### src/rtl/branch_hazard_unit_pkg.sv
// Shared MIPS definitions: branch opcodes, operand-forwarding selects and
// branch-hazard FSM state encodings.
package branch_hazard_unit_pkg;

  localparam logic [5:0] OP_BEQ = 6'b000100;
  localparam logic [5:0] OP_BNE = 6'b000101;

  typedef enum logic [1:0] {
    FWD_RF    = 2'b00,
    FWD_EXMEM = 2'b01,
    FWD_MEMWB = 2'b10
  } fwd_sel_e;

  typedef enum logic {
    ST_RUN  = 1'b0,
    ST_HOLD = 1'b1
  } state_e;

  function automatic logic [1:0] max2(input logic [1:0] a, input logic [1:0] b);
    return (a > b) ? a : b;
  endfunction

endpackage

### src/rtl/branch_hazard_unit_src_check.sv
// Per-source hazard check for an ID-stage branch operand: forwarding select
// and the number of stall cycles this operand needs before it can be compared.
module src_hazard_check
  import branch_hazard_unit_pkg::*;
#(
  parameter int REG_ADDR_W = 5,
  parameter int FWD_EN     = 1
) (
  input  logic [REG_ADDR_W-1:0] src,
  input  logic                  ex_regwrite,
  input  logic                  ex_memread,
  input  logic [REG_ADDR_W-1:0] ex_rd,
  input  logic                  mem_regwrite,
  input  logic                  mem_memread,
  input  logic [REG_ADDR_W-1:0] mem_rd,
  input  logic                  wb_regwrite,
  input  logic [REG_ADDR_W-1:0] wb_rd,
  output logic [1:0]            fwd_sel,
  output logic [1:0]            need
);

  logic live;
  logic ex_hit;
  logic mem_hit;
  logic wb_hit;

  // $0 is hard-wired, so it never depends on an in-flight producer.
  assign live    = (src != '0);
  assign ex_hit  = live && ex_regwrite  && (ex_rd  == src);
  assign mem_hit = live && mem_regwrite && (mem_rd == src);
  assign wb_hit  = live && wb_regwrite  && (wb_rd  == src);

  always_comb begin
    fwd_sel = FWD_RF;
    need    = 2'd0;
    if (FWD_EN != 0) begin
      if (mem_hit && !mem_memread) fwd_sel = FWD_EXMEM;
      else if (wb_hit)             fwd_sel = FWD_MEMWB;

      if (ex_hit && ex_memread)        need = 2'd2;
      else if (ex_hit)                 need = 2'd1;
      else if (mem_hit && mem_memread) need = 2'd1;
    end else begin
      // Without forwarding the branch waits until the producer has written back.
      if (ex_hit)       need = 2'd3;
      else if (mem_hit) need = 2'd2;
      else if (wb_hit)  need = 2'd1;
    end
  end

endmodule

### src/rtl/branch_hazard_unit.sv
// ID-stage branch hazard unit: operand forwarding selects, multi-cycle stall
// sequencing for BEQ/BNE, taken-branch IF/ID flush and stall statistics.
module branch_hazard_unit
  import branch_hazard_unit_pkg::*;
#(
  parameter int REG_ADDR_W = 5,
  parameter int OPCODE_W   = 6,
  parameter int FWD_EN     = 1,
  parameter int CNT_W      = 16
) (
  input  logic                  clk,
  input  logic                  rst,
  input  logic                  id_valid,
  input  logic [OPCODE_W-1:0]   id_opcode,
  input  logic [REG_ADDR_W-1:0] id_rs,
  input  logic [REG_ADDR_W-1:0] id_rt,
  input  logic                  ex_regwrite,
  input  logic                  ex_memread,
  input  logic [REG_ADDR_W-1:0] ex_rd,
  input  logic                  mem_regwrite,
  input  logic                  mem_memread,
  input  logic [REG_ADDR_W-1:0] mem_rd,
  input  logic                  wb_regwrite,
  input  logic [REG_ADDR_W-1:0] wb_rd,
  input  logic                  cmp_eq,
  output logic [1:0]            fwd_sel_a,
  output logic [1:0]            fwd_sel_b,
  output logic                  stall,
  output logic                  flush_ifid,
  output logic [CNT_W-1:0]      stall_cycles
);

  state_e     state, state_nx;
  logic [1:0] cnt, cnt_nx;

  logic       is_beq, is_bne, branch, taken;
  logic [1:0] sel_a, sel_b, need_a, need_b, n_req;

  assign is_beq = (id_opcode == OPCODE_W'(OP_BEQ));
  assign is_bne = (id_opcode == OPCODE_W'(OP_BNE));
  assign branch = id_valid && (is_beq || is_bne);
  assign taken  = (is_beq && cmp_eq) || (is_bne && !cmp_eq);

  src_hazard_check #(.REG_ADDR_W(REG_ADDR_W), .FWD_EN(FWD_EN)) u_chk_a (
    .src(id_rs),
    .ex_regwrite(ex_regwrite), .ex_memread(ex_memread), .ex_rd(ex_rd),
    .mem_regwrite(mem_regwrite), .mem_memread(mem_memread), .mem_rd(mem_rd),
    .wb_regwrite(wb_regwrite), .wb_rd(wb_rd),
    .fwd_sel(sel_a), .need(need_a)
  );

  src_hazard_check #(.REG_ADDR_W(REG_ADDR_W), .FWD_EN(FWD_EN)) u_chk_b (
    .src(id_rt),
    .ex_regwrite(ex_regwrite), .ex_memread(ex_memread), .ex_rd(ex_rd),
    .mem_regwrite(mem_regwrite), .mem_memread(mem_memread), .mem_rd(mem_rd),
    .wb_regwrite(wb_regwrite), .wb_rd(wb_rd),
    .fwd_sel(sel_b), .need(need_b)
  );

  assign n_req = branch ? max2(need_a, need_b) : 2'd0;

  always_ff @(posedge clk) begin
    if (rst) begin
      state <= ST_RUN;
      cnt   <= '0;
    end else begin
      state <= state_nx;
      cnt   <= cnt_nx;
    end
  end

  // The first stall cycle is issued from RUN, so HOLD covers the remaining N-1.
  always_comb begin
    state_nx = state;
    cnt_nx   = cnt;
    case (state)
      ST_RUN: begin
        if (n_req > 2'd1) begin
          state_nx = ST_HOLD;
          cnt_nx   = n_req - 2'd1;
        end
      end
      ST_HOLD: begin
        cnt_nx = cnt - 2'd1;
        if (cnt == 2'd1) state_nx = ST_RUN;
      end
      default: begin
        state_nx = ST_RUN;
        cnt_nx   = '0;
      end
    endcase
  end

  always_comb begin
    stall      = (state == ST_HOLD) || (n_req != 2'd0);
    flush_ifid = branch && !stall && (state == ST_RUN) && taken;
    fwd_sel_a  = branch ? sel_a : FWD_RF;
    fwd_sel_b  = branch ? sel_b : FWD_RF;
  end

  always_ff @(posedge clk) begin
    if (rst)                                  stall_cycles <= '0;
    else if (stall && (stall_cycles != '1))   stall_cycles <= stall_cycles + 1'b1;
  end

endmodule

### config.mk
export PLATFORM = sky130hd
export DESIGN_NAME = branch_hazard_unit
export DESIGN_NICKNAME = d
export VERILOG_FILES = /design/src/rtl/branch_hazard_unit_pkg.sv /design/src/rtl/branch_hazard_unit_src_check.sv /design/src/rtl/branch_hazard_unit.sv
export SDC_FILE = /design/constraint.sdc
export NUM_CORES = 1
export LEC_CHECK = 0
export CELL_PAD_IN_SITES_DETAIL_PLACEMENT = 0
export CELL_PAD_IN_SITES_GLOBAL_PLACEMENT = 1
export CORE_MARGIN = 4
export CORE_UTILIZATION = 29
export DETAILED_ROUTE_END_ITERATION = 16
export GPL_ROUTABILITY_DRIVEN = 0
export PLACE_DENSITY_LB_ADDON = 0.1
export REMOVE_ABC_BUFFERS = 1
export SYNTH_ARGS = -nofsm -noshare
export SYNTH_HDL_FRONTEND = slang
export SYNTH_HIERARCHICAL = 1
export SYNTH_SLANG_ARGS = --single-unit
### constraint.sdc
create_clock -name clk -period 4.5 [get_ports clk]
set_input_delay 1.125 -clock clk [delete_from_list [all_inputs] [get_ports clk]]
set_output_delay 1.125 -clock clk [all_outputs]
set_load 0.005 [all_outputs]
==> run summary, run 1 <==
final setup violation count = 2
internal cell power = 297 uW
Async SR Flop Fraction = 0%
Via Count = 1865
worst setup margin = -0.213 ns
I/O Buffers = 61
Data arrival, critical path = 3.59 ns
P per Cell Area = 140 mW/mm^2
drt first pass iters = 4
Routed Antenna Nets = 0
# H-tree levels = 1
Slew @ Worst Pin = 0.977 ns
fin area = 0.00288 mm^2
DR iter-0 viols = 40
Worst Hold Class = reg2reg
Setup crit end kind = primary output
static leakage = 0.00108 uW
average vias per placed instance = 4.86
die area = 0.00706 mm^2
R2R Setup Slk = 2.66 ns
MaxCap Viol Count = 0
Switching Fraction = 26.4%
die height = 84.0 um
Area growth syn-to-layout = 72.0%
Fin. Hold Viols = 0
Worst Path Required = 3.38 ns
Cell variety after synth = 40
Clock transition at path regs = 0.07 ns
crit-path max cell delay = 0.55 ns
vias in the first global route = 1913
Slew headroom = 34.7%
CP cell instances = clkbuf_2 -> or4_4 -> nor2_4 -> nor4_4 -> mux2_4 -> ha_4 -> nor2b_4 -> o31ai_4 -> nand3_2 -> ha_2 -> nor2b_4 -> and3_1 -> buf_2
power share of the combinational group = 27.7%
share of the synthesized area in the top cell type = 22.7%
Slew Viols, Final = 0
CTS tree = built
Antenna Diode Count = 0
DP HPWL = 3980 um
Peak VDD IR = 0.0000993 V
hold_sp = stall_cycles[1]$_SDFFE_PP0P_
Total GRT Usage = 14.2%
Post-synth EDFFs = 0
Worst Setup SP = id_rt[1]
Tcrit/Tclk final = 105%
RSZ-0062 raised after global routing = yes
Clk Tree Root Cell = clkbuf_8
core area = 0.00554 mm^2
violations in the final reports = setup timing
CP dominant cell by count = nor2b_4
largest net degree at the start of global routing = 29
post-synth top area cell = dfxtp_1
outcome = finished, violations left
clock network fraction of total power = 30.6%
placed cell areas = 0.00262 mm^2
die span in x = 84.0 um
first-pass GRT wire length = 8540 um
Fmax achieved = 212 MHz
Max Buffers Root-to-Sink = 2
Startpoint Class = primary input
Flop pwr share = 41.6%
Skew-Pair Late Insertion Delay = 0.26 ns
Fillers = 549
sw power = 107 uW
Final nets = 360
Yosys reg bits = 19
# DRC = 0
R2R Path End = stall_cycles[15]$_SDFFE_PP0P_
Overflow after GRT = 0
Hold-fix buffers, CTS = 0
Final Core Density = 52.1%
# rows = 27
DR WL/cell = 13.1 um
Syn. warnings = 6
hold_ws = 0.529 ns
Reg2Reg Launch Point = stall_cycles[5]$_SDFFE_PP0P_
Detailed Route WL = 5020 um
share of cells above drive strength 1 = 33.3%
Primary FF master, synth = dfxtp_1
mean post-synth cell area = 8.14 um^2
Worst Path Class, Setup = in2out
Worst Reg2Reg Path Length in Cells = 4
Seq/Total Area, Yosys = 22.7%
Hold Path Sink = stall_cycles[1]$_SDFFE_PP0P_
Tmin final = 4.71 ns
Hold Path Cell Cnt = 2
Crit-path slowest cell = or4_4
Synth Instances = 206
Num CTS Buffers = 3
post-synthesis cell area = 0.00168 mm^2
Layout Skew = 0.00335 ns
CP Max Fanout = 3
Starting Density = 30.3%
CTS sink cnt = 19
io pins = 62
top post-synthesis cells by area = dfxtp_1 (23%), xnor2_1 (13%), mux2_2 (7.4%), ha_1 (5.2%), nor4_1 (4.1%)
initial antenna violation count = 0
placed cell count = 369
non-filler cells, final = 384
[cell families (layout without fill, tap and decap cells)]
group,Yosys count,in the layout,synth area share [%]
mux,13,13,8.58
buf+inv,18,124,4.18
simple gates,91,91,32.8
fa+ha+maj,7,7,5.22
xor+xnor,29,29,15.1
flops,19,19,22.7
compound gates,29,29,11.3
[metal layers]
metal	vias up	share of wire, %	wire length, um	GRT usage (%)
li1	960	-	-	-
met1	853	47	2360	18.5
met2	46	47	2350	24.0
met3	6	5.1	257	3.36
met4	0	0.92	46	2.49
met5	-	0	0	0
[cell type report]
class / instances / area, um^2 / area share [%]
inverters: 12 / 47.5 / 1.65
flip-flops and latches: 19 / 380 / 13.2
repair buffers: 108 / 907 / 31.5
multi-input cells: 169 / 1410 / 49.0
well taps: 72 / 90.1 / 3.12
clock buffers: 4 / 45.0 / 1.56
[cell usage after synthesis (6+ instances only)]
cell,instances
nand2b_1,7
nor2_1,12
nand2_1,9
nor4_1,11
xnor2_1,24
ha_1,7
nor2b_1,10
and2_1,6
mux2_2,11
nand3_1,7
a21oi_1,13
dfxtp_1,19
inv_1,12
nand4_1,7
or4_1,6
[worst max path at each step]
stage	slack, ns	to
6_report	-0.21	flush_ifid
5_1_grt	-0.29	flush_ifid
4_1_cts	-0.22	flush_ifid
3_5_place_dp	-1.20	stall
3_3_place_gp	-1.15	stall
2_1_floorplan	-0.05	flush_ifid
[placed cells by master (no fill, tap or decap), drive strengths merged, types with 2 or more instances in the layout]
master          n
buf            55
clkdlybuf4s50  38
xnor2          24
dfxtp          19
nor2           14
a21oi          13
inv            12
nor4           12
mux2           11
nor2b          10
nand2           9
dlygate4sd2     9
clkbuf          9
nand4           8
nand2b          7
nand3           7
ha              7
and2            6
or4             6
xor2            5
o31ai           5
nor4b           4
nor3            2
a311o           2
a31oi           2
a211oi          2
mux2i           2
o2111ai         2
[state kept, by name, indices dropped and copies added (netlist names)]
register / count
stall_cycles: 16
cnt: 2
state: 1
[what timing repair did]
action | in CTS | in global routing
pin swaps | 22 | 15
gates resized for setup | 85 | 16
setup endpoints to repair | 17 | 3
setup buffers | 8 | 3
[power groups by stage]
stage	combinational (uW)	clock (uW)	sequential, uW
4_1_cts	110	127	168
3_3_place_gp	102	0	172
5_1_grt	122	131	168
6_report	112	124	168
3_5_place_dp	103	0	172
2_1_floorplan	33.8	0	172
[through the flow]
stage | setup WS, ns | total power, uW | TNS (ns)
2_1_floorplan | -0.0469 | 206 | -0.0681
3_3_place_gp | -1.15 | 274 | -9.73
3_5_place_dp | -1.20 | 275 | -10.73
4_1_cts | -0.221 | 405 | -0.368
5_1_grt | -0.286 | 420 | -0.491
6_report | -0.213 | 404 | -0.350
[worst max-delay path, delay by kind of cell]
| family | cells | cell delay, ns |
|---|---|---|
| simple gates | 7 | 1.20 |
| buf+inv | 2 | 0.21 |
| fa+ha+maj | 2 | 0.49 |
| compound gates | 1 | 0.23 |
| mux | 1 | 0.32 |
Note: power is estimated with default switching activity, not from simulation.
==> run 2, diff against run 1 <==
--- a/config.mk
+++ b/config.mk
@@ -12,7 +12,6 @@
 export DETAILED_ROUTE_END_ITERATION = 16
 export GPL_ROUTABILITY_DRIVEN = 0
 export PLACE_DENSITY_LB_ADDON = 0.1
-export REMOVE_ABC_BUFFERS = 1
 export SYNTH_ARGS = -nofsm -noshare
 export SYNTH_HDL_FRONTEND = slang
 export SYNTH_HIERARCHICAL = 1
==> constraint.sdc (replaced) <==
create_clock -name clk -period 4.5 [get_ports clk]
set_input_delay 0.9 -clock clk [delete_from_list [all_inputs] [get_ports clk]]
set_output_delay 0.9 -clock clk [all_outputs]
set_load 0.005 [all_outputs]
==> run 2 against run 1 <==
Net effect:
- the flow now finishes without violations
- critical path type unchanged
- global-route usage up 0.41 points
- register-to-register slack got worse by 0.28 ns
- largest cell class unchanged
- die area is the same
- hold slack improved by 0.0091 ns
==> run summary, run 2 (synthesis gave the netlist of run 1 again) <==
outcome = finished, final reports clean
critical path buffer and inverter count = 3
drt first pass iters = 4
vias in the first global route = 1943
# H-tree levels = 1
internal cell power = 296 uW
Flop pwr share = 41.8%
Antenna Diode Count = 0
Worst Setup SP = id_rs[3]
clock network fraction of total power = 30.1%
non-filler cells, final = 390
Startpoint Class = primary input
CP Max Fanout = 3
net count after synthesis = 253
Switching Fraction = 26.5%
DR iter-0 viols = 53
# rows = 27
largest net degree at the start of global routing = 29
most frequent cells in the layout = buf_4 (52), clkdlybuf4s50_1 (36), xnor2_1 (23)
max reg flops = 16
Slew @ Worst Pin = 0.994 ns
# DRC = 0
io pins = 62
power share of the combinational group = 28.1%
DR WL/cell = 13.5 um
Tmin final = 4.45 ns
MaxCap Viol Count = 0
setup TNS = 0 ns
CP dominant cell by count = nor2b_4
CTS sink cnt = 19
worst setup margin = 0.0495 ns
Slew headroom = 33.5%
placed cell areas = 0.00261 mm^2
Total GRT Usage = 14.6%
CP cell instances = clkdlybuf4s15_1 -> or4_4 -> nor2_4 -> nor4_4 -> mux2_4 -> inv_2 -> ha_4 -> nor2b_4 -> o31ai_2 -> nand3_1 -> ha_2 -> nor2b_4 -> and3_4 -> buf_6
Final nets = 366
Max Buffers Root-to-Sink = 2
Routed Antenna Nets = 0
Reg2Reg Launch Point = stall_cycles[0]$_SDFFE_PP0P_
P per Cell Area = 135 mW/mm^2
die span in x = 84.0 um
top flop regs = stall_cycles (16), cnt (2), state (1)
hold_sp = stall_cycles[1]$_SDFFE_PP0P_
Tcrit/Tclk final = 98.9%
Fillers = 536
final setup violation count = 0
Data arrival, critical path = 3.55 ns
I/O Buffers = 61
Clk Tree Root Cell = clkbuf_8
Worst Path Class, Setup = in2out
initial antenna violation count = 0
placed cell count = 367
commonest non-fill, non-tap cell in the layout = buf_4
Crit-path slowest cell = or4_4
Fin. Hold Viols = 0
Crit path max-delay family = simple AND/OR/NAND/NOR gates
Starting Density = 30.3%
CTS tree = built
DP Worst Slack = -0.662 ns
Hold-fix buffers, CTS = 0
share of cells above drive strength 1 = 33.0%
Clock transition at path regs = 0.08 ns
Peak VDD IR = 0.0000910 V
Fmax achieved = 225 MHz
static leakage = 0.00117 uW
Biggest register = stall_cycles
Num CTS Buffers = 3
Overflow after GRT = 0
fin area = 0.00298 mm^2
die height = 84.0 um
Area growth syn-to-layout = 78.0%
first-pass GRT wire length = 8720 um
die area = 0.00706 mm^2
core area = 0.00554 mm^2
crit-path max cell delay = 0.57 ns
DP HPWL = 4080 um
Skew-Pair Late Insertion Delay = 0.26 ns
average vias per placed instance = 4.91
hold_ws = 0.538 ns
Via Count = 1913
Worst Hold Class = reg2reg
R2R Setup Slk = 2.38 ns
Slew Viols, Final = 0
Detailed Route WL = 5280 um
sw power = 107 uW
Layout Skew = 0.00527 ns
Setup crit end kind = primary output
Worst Path Required = 3.60 ns
run 2: cell types whose count changed in the layout (fill, tap and decap cells not counted), sizes merged:
cell	delta
clkinv	+1
buf	+1
clkdlybuf4s50	-2
clkbuf	-4
clkdlybuf4s15	+3
dlymetal6s2s	+5
dlygate4sd2	+2
run 2: metrics by stage:
step / utilization, % / total power (uW)
finish: 53.9 / 402
global route: 53.9 / 424
CTS: 52.2 / 403
detailed placement: 47.1 / 275
global placement: 47.1 / 274
floorplan: - / 209
run 2: timing repair:
item	in CTS	in global routing
endpoints found under the setup margin	8	13
setup buffers	19	4
gates resized for setup	54	28
pin swaps	16	16
run 2: layout make-up:
class | instances | area (um^2) | share of cell area (%)
Multi-Input combinational cell | 169 | 1430 | 47.9
Sequential cell | 19 | 380 | 12.7
Clock inverter | 1 | 5.00 | 0.168
Tap cell | 72 | 90.1 | 3.02
Timing Repair Buffer | 114 | 992 | 33.2
Inverter | 12 | 45.0 | 1.51
Clock buffer | 3 | 41.3 | 1.38
run 2: power by group through the flow:
stage          registers, uW  logic (uW)  clock network, uW
6_report                 168         113                121
5_1_grt                  168         122                133
4_1_cts                  168         108                127
3_5_place_dp             172         103                  0
3_3_place_gp             172         102                  0
2_1_floorplan            172        36.8                  0
run 2: path summary, 6_finish.rpt:
kind,to,cells after the start
hold reg to reg,stall_cycles[1]$_SDFFE_PP0P_,2
hold / removal,stall_cycles[1]$_SDFFE_PP0P_,2
setup / recovery,flush_ifid,14
setup reg to reg,stall_cycles[0]$_SDFFE_PP0P_,5
run 2: tightest hold or removal path, delay by kind of cell, from the launching register on:
kind	cells	cell delay (ns)
multiplexers	1	0.06
AND/OR/NAND/NOR	1	0.08
flip-flops	1	0.35
run 2: layer usage:
layer | track usage (%) | wire (um) | up-vias
met3 | 3.16 | 225 | 6
met1 | 17.7 | 2390 | 886
met2 | 26.7 | 2630 | 44
li1 | - | - | 977
met4 | 2.19 | 45 | 0
met5 | 0 | 0 | -
